**config.mk**
```make
export PLATFORM = sky130hd
export DESIGN_NAME = iir_decim_fifo
export DESIGN_NICKNAME = d
export VERILOG_FILES = /design/src/rtl/iir_decim_fifo.sv
export SDC_FILE = /design/constraint.sdc
export NUM_CORES = 1
export LEC_CHECK = 0
export CORE_ASPECT_RATIO = 1.1
export CORE_MARGIN = 2
export CORE_UTILIZATION = 55
export DETAILED_ROUTE_END_ITERATION = 7
export PLACE_DENSITY = 0.82
export SYNTH_ARGS = -nofsm -noshare
export SYNTH_HDL_FRONTEND = slang
export SYNTH_SLANG_ARGS = --single-unit
```
**constraint.sdc**
```tcl
create_clock -name clk -period 5.15 [get_ports clk]
set_input_delay 1.03 -clock clk [delete_from_list [all_inputs] [get_ports clk]]
set_output_delay 1.03 -clock clk [all_outputs]
set_load 0.05 [all_outputs]
```
**src/rtl/iir_decim_fifo.sv**
```systemverilog
// Block-average decimator on the IIR output feeding a small first-word-fall-through FIFO.
// Define DECIM_ROUND_EN to round half up (with saturation) instead of truncating.
//
// state   | meaning
// --------+----------------------------------------------
// ST_IDLE | no partial block; next sample starts a block
// ST_ACC  | accumulating samples of the current block
module iir_decim_fifo #(
    parameter int DATA_W     = 8,
    parameter int MAX_LOG2   = 4,
    parameter int FIFO_DEPTH = 4
) (
    input  logic                            clk,
    input  logic                            rst,
    input  logic [DATA_W-1:0]               din,
    input  logic                            din_en,
    input  logic [2:0]                      dec_sel,
    output logic [DATA_W-1:0]               dout,
    output logic                            dout_valid,
    input  logic                            dout_ready,
    output logic [$clog2(FIFO_DEPTH):0]     level,
    output logic                            ovf,
    input  logic                            clr_ovf
);

    localparam int ACC_W = DATA_W + MAX_LOG2;
    localparam int SUM_W = ACC_W + 1;
    localparam int PTR_W = $clog2(FIFO_DEPTH);
    localparam int LVL_W = PTR_W + 1;

    typedef enum logic [0:0] {
        ST_IDLE = 1'b0,
        ST_ACC  = 1'b1
    } state_t;

    state_t              state_q, state_d;
    logic [ACC_W-1:0]    acc_q, acc_d;
    logic [MAX_LOG2-1:0] cnt_q, cnt_d;
    logic [2:0]          k_q, k_d;
    logic [2:0]          k_eff;
    logic [MAX_LOG2-1:0] cnt_last;
    logic [SUM_W-1:0]    sum;
    logic [DATA_W-1:0]   result;
    logic                push;
    logic [DATA_W-1:0]   push_data;

    logic [DATA_W-1:0]   mem [FIFO_DEPTH];
    logic [PTR_W-1:0]    wr_ptr, rd_ptr;
    logic [LVL_W-1:0]    level_q;
    logic                ovf_q;
    logic                full, pop, wr_en, drop;

    assign k_eff    = (dec_sel > 3'(MAX_LOG2)) ? 3'(MAX_LOG2) : dec_sel;
    assign cnt_last = MAX_LOG2'((32'd1 << k_q) - 32'd1);
    assign sum      = SUM_W'(acc_q) + SUM_W'(din);

`ifdef DECIM_ROUND_EN
    logic [SUM_W-1:0] rounded;
    always_comb begin
        rounded = (sum + SUM_W'((32'd1 << k_q) >> 1)) >> k_q;
        // An all-ones block plus the rounding bias must not wrap to zero
        result  = (|rounded[SUM_W-1:DATA_W]) ? {DATA_W{1'b1}} : rounded[DATA_W-1:0];
    end
`else
    assign result = DATA_W'(sum >> k_q);
`endif

    always_ff @(posedge clk) begin
        if (!rst) begin
            state_q <= ST_IDLE;
            acc_q   <= '0;
            cnt_q   <= '0;
            k_q     <= '0;
        end else begin
            state_q <= state_d;
            acc_q   <= acc_d;
            cnt_q   <= cnt_d;
            k_q     <= k_d;
        end
    end

    always_comb begin
        state_d   = state_q;
        acc_d     = acc_q;
        cnt_d     = cnt_q;
        k_d       = k_q;
        push      = 1'b0;
        push_data = '0;
        case (state_q)
            ST_IDLE: begin
                if (din_en) begin
                    k_d = k_eff;
                    if (k_eff == 3'd0) begin
                        push      = 1'b1;
                        push_data = din;
                    end else begin
                        acc_d   = ACC_W'(din);
                        cnt_d   = MAX_LOG2'(1);
                        state_d = ST_ACC;
                    end
                end
            end
            ST_ACC: begin
                if (din_en) begin
                    if (cnt_q == cnt_last) begin
                        push      = 1'b1;
                        push_data = result;
                        state_d   = ST_IDLE;
                    end else begin
                        acc_d = sum[ACC_W-1:0];
                        cnt_d = cnt_q + MAX_LOG2'(1);
                    end
                end
            end
            default: state_d = ST_IDLE;
        endcase
    end

    // A pop in the same cycle frees the slot, so a push at full still lands
    assign full  = (level_q == LVL_W'(FIFO_DEPTH));
    assign pop   = (level_q != '0) && dout_ready;
    assign wr_en = push && (!full || pop);
    assign drop  = push && full && !pop;

    always_ff @(posedge clk) begin
        if (rst && wr_en) begin
            mem[wr_ptr] <= push_data;
        end
    end

    always_ff @(posedge clk) begin
        if (!rst) begin
            wr_ptr  <= '0;
            rd_ptr  <= '0;
            level_q <= '0;
            ovf_q   <= 1'b0;
        end else begin
            if (wr_en) wr_ptr <= wr_ptr + PTR_W'(1);
            if (pop)   rd_ptr <= rd_ptr + PTR_W'(1);
            level_q <= level_q + LVL_W'(wr_en) - LVL_W'(pop);
            if (drop)
                ovf_q <= 1'b1;
            else if (clr_ovf)
                ovf_q <= 1'b0;
        end
    end

    assign dout_valid = (level_q != '0);
    assign dout       = dout_valid ? mem[rd_ptr] : '0;
    assign level      = level_q;
    assign ovf        = ovf_q;

endmodule

```
# After elaboration in Yosys (flattened, before gate mapping)
# Memories as Yosys holds them, arrays and structs flattened. A register that Yosys moved wholly into a read port is not among the register bits.
# Cells that the tools add are included.
# Widths: inputs -> output; s select.
[totals]
output_inout_bits = 13
latch_bits = 0
romBits = 0
regBits = 28
ramBits = 32
n_memories = 1
[classes]
order_cmp = 1
n_reduce_logical = 13
n_mux = 33
addsub = 7
bitwise_logic = 1
shifts = 2
n_eq_ne = 6
multipliers = 0
n_div = 0
[mem_list]
columns = ["memory", "depth", "word_bits", "read_ports", "rd_ports_with_merged_regs", "wr", "line_no", "text"]
rows = [
  ["mem", 4, 8, 1, 1, 1, "47", "logic [DATA_W-1:0] mem [FIFO_DEPTH];"],
]
[ops]
columns = ["cell", "count"]
rows = [
  ["$mux 12", 4],
  ["$mux 8", 5],
  ["$pmux 12 s2", 1],
  ["$mux 4", 4],
  ["$pmux 8 s2", 1],
  ["$add 12x8->13", 1],
  ["$shr 13x3->8", 1],
  ["$mux 1", 12],
  ["$ne 2x2->1 const B", 4],
  ["$pmux 4 s2", 1],
  ["$logic_and 1x1->1", 5],
  ["$add 2x1->2 const B", 2],
  ["$add 4x1->4 const B", 1],
  ["$eq 4x4->1", 1],
  ["$mux 2", 2],
  ["$pmux 1 s2", 2],
  ["$reduce_and 4->1", 1],
  ["$shl 1x3->4 const A", 1],
  ["$sub 4x1->4 const B", 1],
  ["$add 3x1->3", 1],
  ["$eq 3x3->1 const B", 1],
  ["$gt 3x3->1 const B", 1],
  ["$logic_not 3->1", 1],
  ["$mux 3", 1],
  ["7 further kinds", 8],
]

# Longest topological paths before layout
# Gate-level depths: netlist (run 1).
[logic_depth]
depth_word = 10
ltp_mapped = 18
ltp_nobuf = 15

# Least setup slack after synthesis (run 1)
# No wires, ideal clock.
[synth_timing]
kind = "register to register"
start = "register k_q[1]"
end = "register level_q[2] (netlist: level[2])"
setup_ns = 0.128
arrival_time_ns = 3.480
path_slack_ns = 1.542
path_buffers = 3
path_stages_with_launch = 19
period_less_slack_ns = 3.608
cell_sequence = "dfxtp_1 > clkbuf_1 > inv_1 > clkbuf_1 > nand3_1 > ha_1 > xnor2_1 > mux2i_1 > a211oi_4 > a21o_1 > and3_1 > buf_2 > inv_1 > ha_1 > inv_1 > ha_1 > fa_1 > xnor2_1 > nor2_1"
[synth_between]
elab_chain_len = 9
[synth_lines]
columns = ["element", "line_no", "text"]
rows = [
  ["start: declaration", "39", "logic [2:0] k_q, k_d;"],
  ["start signal: assignment", "78", "k_q <= k_d;"],
  ["$shl 1x3->4", "54", "assign cnt_last = MAX_LOG2'((32'd1 << k_q) - 32'd1);"],
  ["$sub 4x1->4", "54", ""],
  ["$eq 4x4->1", "105", "if (cnt_q == cnt_last) begin"],
  ["$mux 1", "105", ""],
  ["$mux 1", "104", "if (din_en) begin"],
  ["$pmux 1 s2", "89", "case (state_q)"],
  ["$logic_and 1x1->1", "122", "assign wr_en = push && (!full || pop);"],
  ["$add 3x1->3", "140", "level_q <= level_q + LVL_W'(wr_en) - LVL_W'(pop);"],
  ["$sub 3x1->3", "140", ""],
  ["end signal: assignment", "140", ""],
  ["end: declaration", "49", "logic [LVL_W-1:0] level_q;"],
]
# No other way between the ends.
# A chain may end at the register's enable or synchronous reset.

# Final worst setup path (run 1)
[layout_timing]
start = "register k_q[0]"
end = "register level_q[2] (netlist: level[2])"
# The elaborated chain is that of the path after synthesis.

==> results of run 1 <==
## power groups by stage
stage               Clock, mW  Combinational [mW]  Sequential (mW)
floorplan                   0               0.483            0.613
global placement            0               0.662            0.604
detailed placement          0               0.676            0.607
CTS                     0.540               0.680            0.596
global route            0.561               0.733            0.602
finish                  0.534               0.679            0.594
## final timing paths
kind | start | to | slack (ns)
max reg2reg | k_q[0]$_SDFFE_PN0P_ | level[2]$_SDFF_PN0_ | 1.20
min reg2reg | acc_q[2]$_SDFFE_PN0P_ | acc_q[2]$_SDFFE_PN0P_ | 0.51
max | k_q[0]$_SDFFE_PN0P_ | level[2]$_SDFF_PN0_ | 1.20
min | acc_q[2]$_SDFFE_PN0P_ | acc_q[2]$_SDFFE_PN0P_ | 0.51
## flip-flops by register name, indices dropped and copies added (netlist names), 2 cells and up, named ones only
| name | flops |
|---|---|
| mem | 32 |
| acc_q | 12 |
| cnt_q | 4 |
| k_q | 3 |
| level | 3 |
| rd_ptr | 2 |
| wr_ptr | 2 |
## synth_stat cells (all sizes together), types with 7 or more instances
library cell / number
a211oi: 11
xor2: 9
clkbuf: 24
o21ai: 15
mux4: 8
nor3: 11
a21oi: 24
nand2: 29
edfxtp: 32
xnor2: 8
and2: 15
ha: 16
inv: 21
and3: 7
nor2: 48
nand3: 19
dfxtp: 30
## metal layers
metal,track usage,up-vias
li1,-,1559
met1,0.311,1482
met2,0.402,114
met3,0.0594,23
met4,0.112,0
met5,0,-
## kinds of logic after synthesis
kind of cell    count (synthesis)  synth area share
flops                          62             0.403
buf+inv                        49            0.0485
simple gates                  160             0.206
compound gates                 94             0.174
xor+xnor                       17            0.0385
mux                            16            0.0679
fa+ha+maj                      18            0.0621
## through the flow
stage | setup slack (ns) | power, mW | util | cell area [um^2]
after global placement | 1.22 | 1.27 | 0.604 | 4180
after floorplan | 1.54 | 1.10 | - | 3870
after global routing | 0.866 | 1.90 | 0.640 | 4430
after CTS | 1.18 | 1.82 | 0.640 | 4430
final | 1.20 | 1.81 | 0.640 | 4430
after detailed placement | 1.11 | 1.28 | 0.604 | 4180
## worst max-delay path: cells and delay by family (launching register included)
kind / cells / cell delay [ns]
flip-flops: 1 / 0.30
AO/OA/AOI/OAI: 2 / 0.70
XOR/XNOR: 2 / 0.43
adder cells (fa/ha/maj): 4 / 1.09
multiplexers: 1 / 0.16
AND/OR/NAND/NOR: 3 / 0.52
buffers and inverters: 4 / 0.62
## final cells by class
class	instances	area (um^2)
inverters	22	82.6
clock inverters	4	73.8
flip-flops and latches	62	1560
repair buffers	32	310
multi-input cells	305	2120
fillers	579	2490
clock buffers	12	178
well taps	85	106
==> results.json, run 1 <==
{
  "ios": 29,
  "final_hold_viol_count": 0,
  "nets": 466,
  "worst-setup-path-type": "register to register",
  "arrival_ns": 4.18,
  "synth_cells": 416,
  "netSwitchingPower_uw": 664,
  "status": "completed",
  "cts_resized": 0,
  "finClkSkew_ns": 0.0148,
  "final_common_cell": "nor2_1",
  "synth.area.top_cells": "edfxtp_1 (25%), dfxtp_1 (16%), ha_1 (5.2%), mux4_2 (4.7%), nor2_1 (4.7%)",
  "viasPerCell": 6.09,
  "diodes": 0,
  "power_leakage_nw": 1.61,
  "first_global_vias": 3033,
  "power_density_nw_per_um2": 408,
  "fp.dieH_um": 92.0,
  "fmax_mhz": 253,
  "synth-seq-cells": 62,
  "rsz0062_at_grt": "false",
  "netlist.area_leader.share": 0.248,
  "io_buffers": 28,
  "root_buffer": "clkbuf_8",
  "swShare": 0.367,
  "synth_edf_count": 32,
  "pwr-share-clk": 0.295,
  "path_cells": "buf_4 > inv_1 > nand3_1 > ha_1 > xnor2_1 > mux2i_1 > a211oi_4 > a21o_1 > and3_1 > inv_1 > ha_1 > inv_1 > ha_1 > fa_1 > xnor2_1 > nor2_1",
  "intPower_mw": 1.14,
  "die_w_um": 84.0,
  "start_util": 0.559,
  "drive_gt1_frac": 0.0984,
  "dieArea_um2": 7730,
  "cts_tree": "yes",
  "cts.path.max_buffers": 2,
  "drcViolationCount": 0,
  "syn_area_um2": 3870,
  "end_kind": "register",
  "start_kind": "register",
  "max_stage_delay_ns": 0.44,
  "max-slew-margin-rel": 0.452,
  "coreArea_um2": 6930,
  "syn2layout_area_growth_pct": 14.5,
  "clock_sinks": 62,
  "numCtsBuffers": 9,
  "dr_wl_met3_um": 503,
  "drt-met1-wl_um": 3950,
  "seq_area_frac_synth": 0.403,
  "gp_congestion": 0.943,
  "drt-total-wl_um": 8910,
  "reg2reg_depth": 16,
  "worstSkewPairLatency_ns": 0.36,
  "final_antenna_net_count": 0,
  "syn-num-nets": 450,
  "hold_depth": 2,
  "synth_top_cell_by_area": "edfxtp_1",
  "wl_per_cell_um": 17.1,
  "min_period_over_period": 0.767,
  "yosysWarnings": 0,
  "cp_max_fo": 17,
  "place_hpwl_um": 6370,
  "vias": 3178,
  "hold_path_class": "register to register",
  "worst_slew_pin_slew_ns": 0.822,
  "cap_violations": 0,
  "cts_setup_buffers": 0,
  "num_rows": 32,
  "antenna_found_initial": 0,
  "critPathSlowestCell": "a211oi_4",
  "avgSynthCellArea_um2": 9.31,
  "grt_util_all_layers": 0.246,
  "grt_pass1_wl_um": 14900,
  "power_frac_comb": 0.376,
  "ys_async_sr_fraction": 0,
  "tns_ns": 0,
  "drtIter0Drc": 213,
  "fin_hold_ws_ns": 0.507,
  "wl_met2_um": 4250,
  "clkSlewWorstSetupHoldPaths_ns": 0.08,
  "dr.max_layer_used": "met4",
  "final_cell_mix": "nor2_1 (48), edfxtp_1 (32), dfxtp_1 (30)",
  "yosys.cell_types.count": 58,
  "vdd_drop_max_mv": 0.334,
  "synth-main-ff-cell": "edfxtp_1",
  "drtPass1Iterations": 5,
  "grt_max_degree": 25,
  "fin_crit_ns": 3.95,
  "crit_required_ns": 5.37,
  "grt_overflow": 0,
  "dpl.cell_count": 506,
  "finalMaxSlewViolations": 0,
  "ctsHoldBuffers": 0,
  "h-tree-depth": 3,
  "setup_viol": 0,
  "seqPwrFrac": 0.329,
  "fin_cells": 522
}
Power figures use the tool's default switching activity.
==> run 2: changes to the inputs <==
CORE_UTILIZATION = 53   (was 55)
clock period = 3.6 ns   (was 5.15 ns; I/O delays follow)
==> run 2 against run 1 <==
  * Via count grew 3.6%
  * Critical path depth shrank 6
  * Clock power grew 4%
  * Die area grew 3.6%
  * Sequential power grew 43%
  * Critical path type is now primary input to register
  * Highest routed layer unchanged
==> results.json, run 2 (synthesis gave the netlist of run 1 again) <==
{
  "dr.max_layer_used": "met4",
  "dr_wl_met3_um": 568,
  "place_hpwl_um": 6930,
  "arrival_ns": 3.48,
  "max_stage_delay_ns": 0.45,
  "ctsHoldBuffers": 0,
  "final_antenna_net_count": 0,
  "drt-total-wl_um": 9560,
  "clkSlewWorstSetupHoldPaths_ns": 0.08,
  "drcViolationCount": 0,
  "path_cells": "clkdlybuf4s50_1 > ha_1 > a211oi_1 > buf_4 > o31ai_4 > xor2_1 > nor2_1 > a311o_1 > mux2_2 > o221ai_2",
  "cts_tree": "yes",
  "first_global_vias": 3189,
  "wl_met2_um": 4650,
  "r2r-start": "k_q[2]$_SDFFE_PN0P_",
  "final_hold_viol_count": 0,
  "grt_overflow": 0,
  "tns_ns": 0,
  "num_rows": 32,
  "min_from": "acc_q[3]$_SDFFE_PN0P_",
  "top_regs": "mem (32), acc_q (12), cnt_q (4)",
  "numCtsBuffers": 9,
  "min_to": "acc_q[3]$_SDFFE_PN0P_",
  "viasPerCell": 6.17,
  "fp.dieH_um": 93.6,
  "register_area_um2": 1560,
  "ios": 29,
  "drtPass1Iterations": 5,
  "power_density_nw_per_um2": 541,
  "antenna_found_initial": 0,
  "largest_reg_flops": 32,
  "h-tree-depth": 3,
  "rsz0062_at_grt": "false",
  "grt_max_degree": 25,
  "gp_congestion": 0.942,
  "fin_area_um2": 4450,
  "power_leakage_nw": 1.62,
  "finalMaxSlewViolations": 0,
  "worst_slew_pin_slew_ns": 0.885,
  "worstSkewPairLatency_ns": 0.34,
  "status": "completed",
  "drive_gt1_frac": 0.120,
  "cp_max_fo": 9,
  "min_period_over_period": 0.923,
  "end_kind": "register",
  "drt-met1-wl_um": 4030,
  "cts_resized": 0,
  "grt_util_all_layers": 0.249,
  "nets": 478,
  "syn2layout_area_growth_pct": 14.9,
  "setup_viol": 0,
  "fmax_mhz": 301,
  "reg2reg_setup_slack_ns": 0.35,
  "top_register": "mem",
  "start_util": 0.549,
  "coreArea_um2": 7050,
  "root_buffer": "clkbuf_8",
  "io_buffers": 28,
  "start_kind": "primary input",
  "hold_path_class": "register to register",
  "fin_crit_ns": 3.32,
  "grt_pass1_wl_um": 15500,
  "fillCellCount": 584,
  "vias": 3293,
  "dieArea_um2": 8000,
  "multi_input_area_um2": 2120,
  "die_w_um": 85.5,
  "cts_setup_buffers": 0,
  "diodes": 0,
  "crit_required_ns": 3.75,
  "hold_depth": 2,
  "final_cell_mix": "nor2_1 (48), edfxtp_1 (32), dfxtp_1 (30)",
  "r2r-end": "level[2]$_SDFF_PN0_",
  "critPathSlowestCell": "clkdlybuf4s50_1",
  "max-slew-margin-rel": 0.409,
  "cts.path.max_buffers": 2,
  "vdd_drop_max_mv": 0.399,
  "placed_area_um2": 4270,
  "wl_per_cell_um": 17.9,
  "drtIter0Drc": 220,
  "worst-setup-path-type": "primary input to register",
  "clock_sinks": 62,
  "final_common_cell": "nor2_1",
  "finClkSkew_ns": 0.0123,
  "cap_violations": 0,
  "fin_hold_ws_ns": 0.507,
  "reg2reg_depth": 15
}
==> run 2: critical path, delay by kind of cell <==
kind | cells | cell delay (ns)
AO/OA/AOI/OAI | 4 | 1.18
XOR/XNOR | 1 | 0.29
adder cells (fa/ha/maj) | 1 | 0.30
buffers and inverters | 2 | 0.60
multiplexers | 1 | 0.31
AND/OR/NAND/NOR | 1 | 0.07
==> run 2: routing by layer <==
metal | GRT usage | vias up
met4 | 0.118 | 0
met2 | 0.426 | 135
met5 | 0 | -
li1 | - | 1581
met3 | 0.0362 | 26
met1 | 0.309 | 1551
==> run 2: layout make-up <==
| type | count | share of cell area |
|---|---|---|
| flip-flops and latches | 62 | 0.351 |
| well taps | 85 | 0.0239 |
| multi-input cells | 305 | 0.477 |
| clock inverters | 5 | 0.00759 |
| clock buffers | 11 | 0.0318 |
| repair buffers | 44 | 0.0900 |
| inverters | 22 | 0.0186 |
==> run 2: worst max-delay path by stage <==
stage,from,to,slack (ns),cells past startpoint
global placement,din[1],mem[0][0]$_DFFE_PP_,0.004,10
detailed placement,din[1],mem[0][0]$_DFFE_PP_,-0.03,10
finish,din[1],mem[0][0]$_DFFE_PP_,0.28,10
global route,din[0],mem[1][5]$_DFFE_PP_,0.05,11
floorplan,k_q[0]$_SDFFE_PN0P_,level[2]$_SDFF_PN0_,0.08,18
CTS,din[1],mem[0][0]$_DFFE_PP_,0.31,10
==> run 2: metrics by stage <==
stage	cells	setup WS (ns)	total power, mW	util
after global placement	518	0.00441	1.84	0.606
after global routing	534	0.0477	2.52	0.631
after detailed placement	518	-0.0281	1.86	0.606
final	534	0.278	2.41	0.631
after CTS	534	0.314	2.41	0.631
after floorplan	416	0.0799	1.57	-
==> run 2: where the power goes <==
part,leakage [nW],internal [mW],switching [mW],total (mW)
sequential,0.545,0.789,0.0621,0.851
clock,0.0835,0.268,0.286,0.553
combinational,0.994,0.391,0.610,1.00
total,1.62,1.45,0.958,2.41
==> run 3: changes to the inputs <==
GPL_TIMING_DRIVEN = 0   (was default)
==> run 3 against run 2 <==
  * Clock-buffer cell count down 1
  * Sequential power down 2.8%
  * Clock power is 23% higher
  * Final area is 0.98% higher
  * Non-clock buffer count rose by 8
  * First-iteration DRC count increased by 39%
  * Via count grew 3.1%
  * Flip-flop and latch count is the same
  * Global-route usage up 0.47 points
  * Total power grew 5.2%
  * Clock skew fell by 0.0044 ns
==> results.json, run 3 (synthesis gave the netlist of run 1 again) <==
{
  "cts_tree": "yes",
  "die_w_um": 85.5,
  "fp.dieH_um": 93.6,
  "final_cell_mix": "nor2_1 (48), edfxtp_1 (32), dfxtp_1 (29)",
  "finalMaxSlewViolations": 0,
  "r2r-start": "k_q[0]$_SDFFE_PN0P_",
  "coreArea_um2": 7050,
  "final_antenna_net_count": 0,
  "place_hpwl_um": 7100,
  "start_util": 0.549,
  "antenna_found_initial": 0,
  "timing.critical_path.buf_inv": 2,
  "fin_crit_ns": 3.44,
  "gp_congestion": 0.943,
  "grt_pass1_wl_um": 15800,
  "end_kind": "register",
  "power_leakage_nw": 1.63,
  "drive_gt1_frac": 0.112,
  "num_rows": 32,
  "ios": 29,
  "fmax_mhz": 291,
  "worstSkewPairLatency_ns": 0.34,
  "status": "completed",
  "seqPwrFrac": 0.327,
  "root_buffer": "clkbuf_8",
  "grt_util_all_layers": 0.254,
  "crit_required_ns": 3.72,
  "worst-setup-path-type": "primary input to register",
  "path_delay_family": "compound AO/OA/AOI/OAI gates",
  "critPathSlowestCell": "clkdlybuf4s50_1",
  "h-tree-depth": 3,
  "clock_sinks": 62,
  "finClkSkew_ns": 0.00796,
  "cap_violations": 0,
  "vdd_drop_max_mv": 0.454,
  "clkSlewWorstSetupHoldPaths_ns": 0.07,
  "fin_cells": 542,
  "grt_max_degree": 15,
  "top_regs": "mem (32), acc_q (12), cnt_q (4)",
  "crit_start": "din[0]",
  "top_register": "mem",
  "dieArea_um2": 8000,
  "max_stage_delay_ns": 0.50,
  "cp_max_fo": 7,
  "drtPass1Iterations": 8,
  "arrival_ns": 3.55,
  "wl_per_cell_um": 17.7,
  "largest_reg_flops": 32,
  "swShare": 0.390,
  "final_hold_viol_count": 0,
  "worst_slew_pin_slew_ns": 0.690,
  "syn2layout_area_growth_pct": 16.0,
  "diodes": 0,
  "numCtsBuffers": 9,
  "first_global_vias": 3317,
  "placed_area_um2": 4250,
  "final_common_cell": "nor2_1",
  "min_from": "cnt_q[1]$_SDFFE_PN0P_",
  "netSwitchingPower_uw": 988,
  "max-slew-margin-rel": 0.540,
  "power_density_nw_per_um2": 564,
  "power_frac_comb": 0.404,
  "drtIter0Drc": 306,
  "drcViolationCount": 0,
  "viasPerCell": 6.26,
  "reg2reg_setup_slack_ns": 0.17,
  "cts.path.max_buffers": 2,
  "vias": 3394,
  "dpl.cell_count": 528,
  "min_period_over_period": 0.955,
  "fin_hold_ws_ns": 0.510,
  "io_buffers": 27,
  "hold_path_class": "register to register",
  "setup_viol": 0,
  "final_util": 0.637,
  "fin_area_um2": 4490,
  "grt_overflow": 0,
  "path_cells": "clkdlybuf4s50_1 > ha_1 > inv_1 > fa_1 > nand2b_1 > a21oi_2 > o31ai_2 > or3_1 > a21oi_1 > a2bb2oi_1 > o211ai_1",
  "intPower_mw": 1.54,
  "total_power_mw": 2.53,
  "pwr-share-clk": 0.269,
  "drt-total-wl_um": 9610,
  "start_kind": "primary input",
  "nets": 486
}
run 3: stage by stage:
step	TNS, ns	worst slack, ns
final	0	0.163
after global routing	-0.00867	-0.00251
after CTS	0	0.0153
after detailed placement	-5.43	-0.455
after global placement	-2.93	-0.403
after floorplan	0	0.0799
run 3: worst paths after layout:
check                           to  cells past startpoint
max            mem[0][4]$_DFFE_PP_                     11
min          cnt_q[1]$_SDFFE_PN0P_                      2
max reg2reg    level[2]$_SDFF_PN0_                     16
min reg2reg  cnt_q[1]$_SDFFE_PN0P_                      2
run 3: final cells by class:
class	instances	area [um^2]
Buffer	24	100
Clock buffer	10	149
Clock inverter	6	75.1
Fill cell	574	2550
Inverter	22	87.6
Multi-Input combinational cell	305	2130
Sequential cell	62	1560
Tap cell	85	106
Timing Repair Buffer	28	278
run 3: routing by layer:
metal | vias to the layer above | wire [um] | track usage | share of wire
li1 | 1598 | - | - | -
met1 | 1610 | 3920 | 0.306 | 0.41
met2 | 149 | 4660 | 0.425 | 0.48
met3 | 37 | 655 | 0.0556 | 0.068
met4 | 0 | 377 | 0.132 | 0.039
met5 | - | 0 | 0 | 0
run 3: what timing repair did:
action,CTS,global route
hold buffers,0,0
resized for setup,5,8
pin swaps,1,0
setup endpoints to repair,8,14
buffers inserted,1,0
run 3: power by group through the flow:
stage                     combinational (mW)  sequential, mW  clock, mW
after floorplan                        0.691           0.876          0
after global placement                 0.986           0.835          0
after detailed placement                1.01           0.838          0
after CTS                               1.02           0.824      0.689
after global routing                    1.10           0.832      0.722
final                                   1.02           0.827      0.681
run 3: tightest hold or removal path, stage by stage, from the launching register on:
cell and delay, ns:
dfxtp_1 0.34, nand2_1 0.07, a21oi_1 0.05
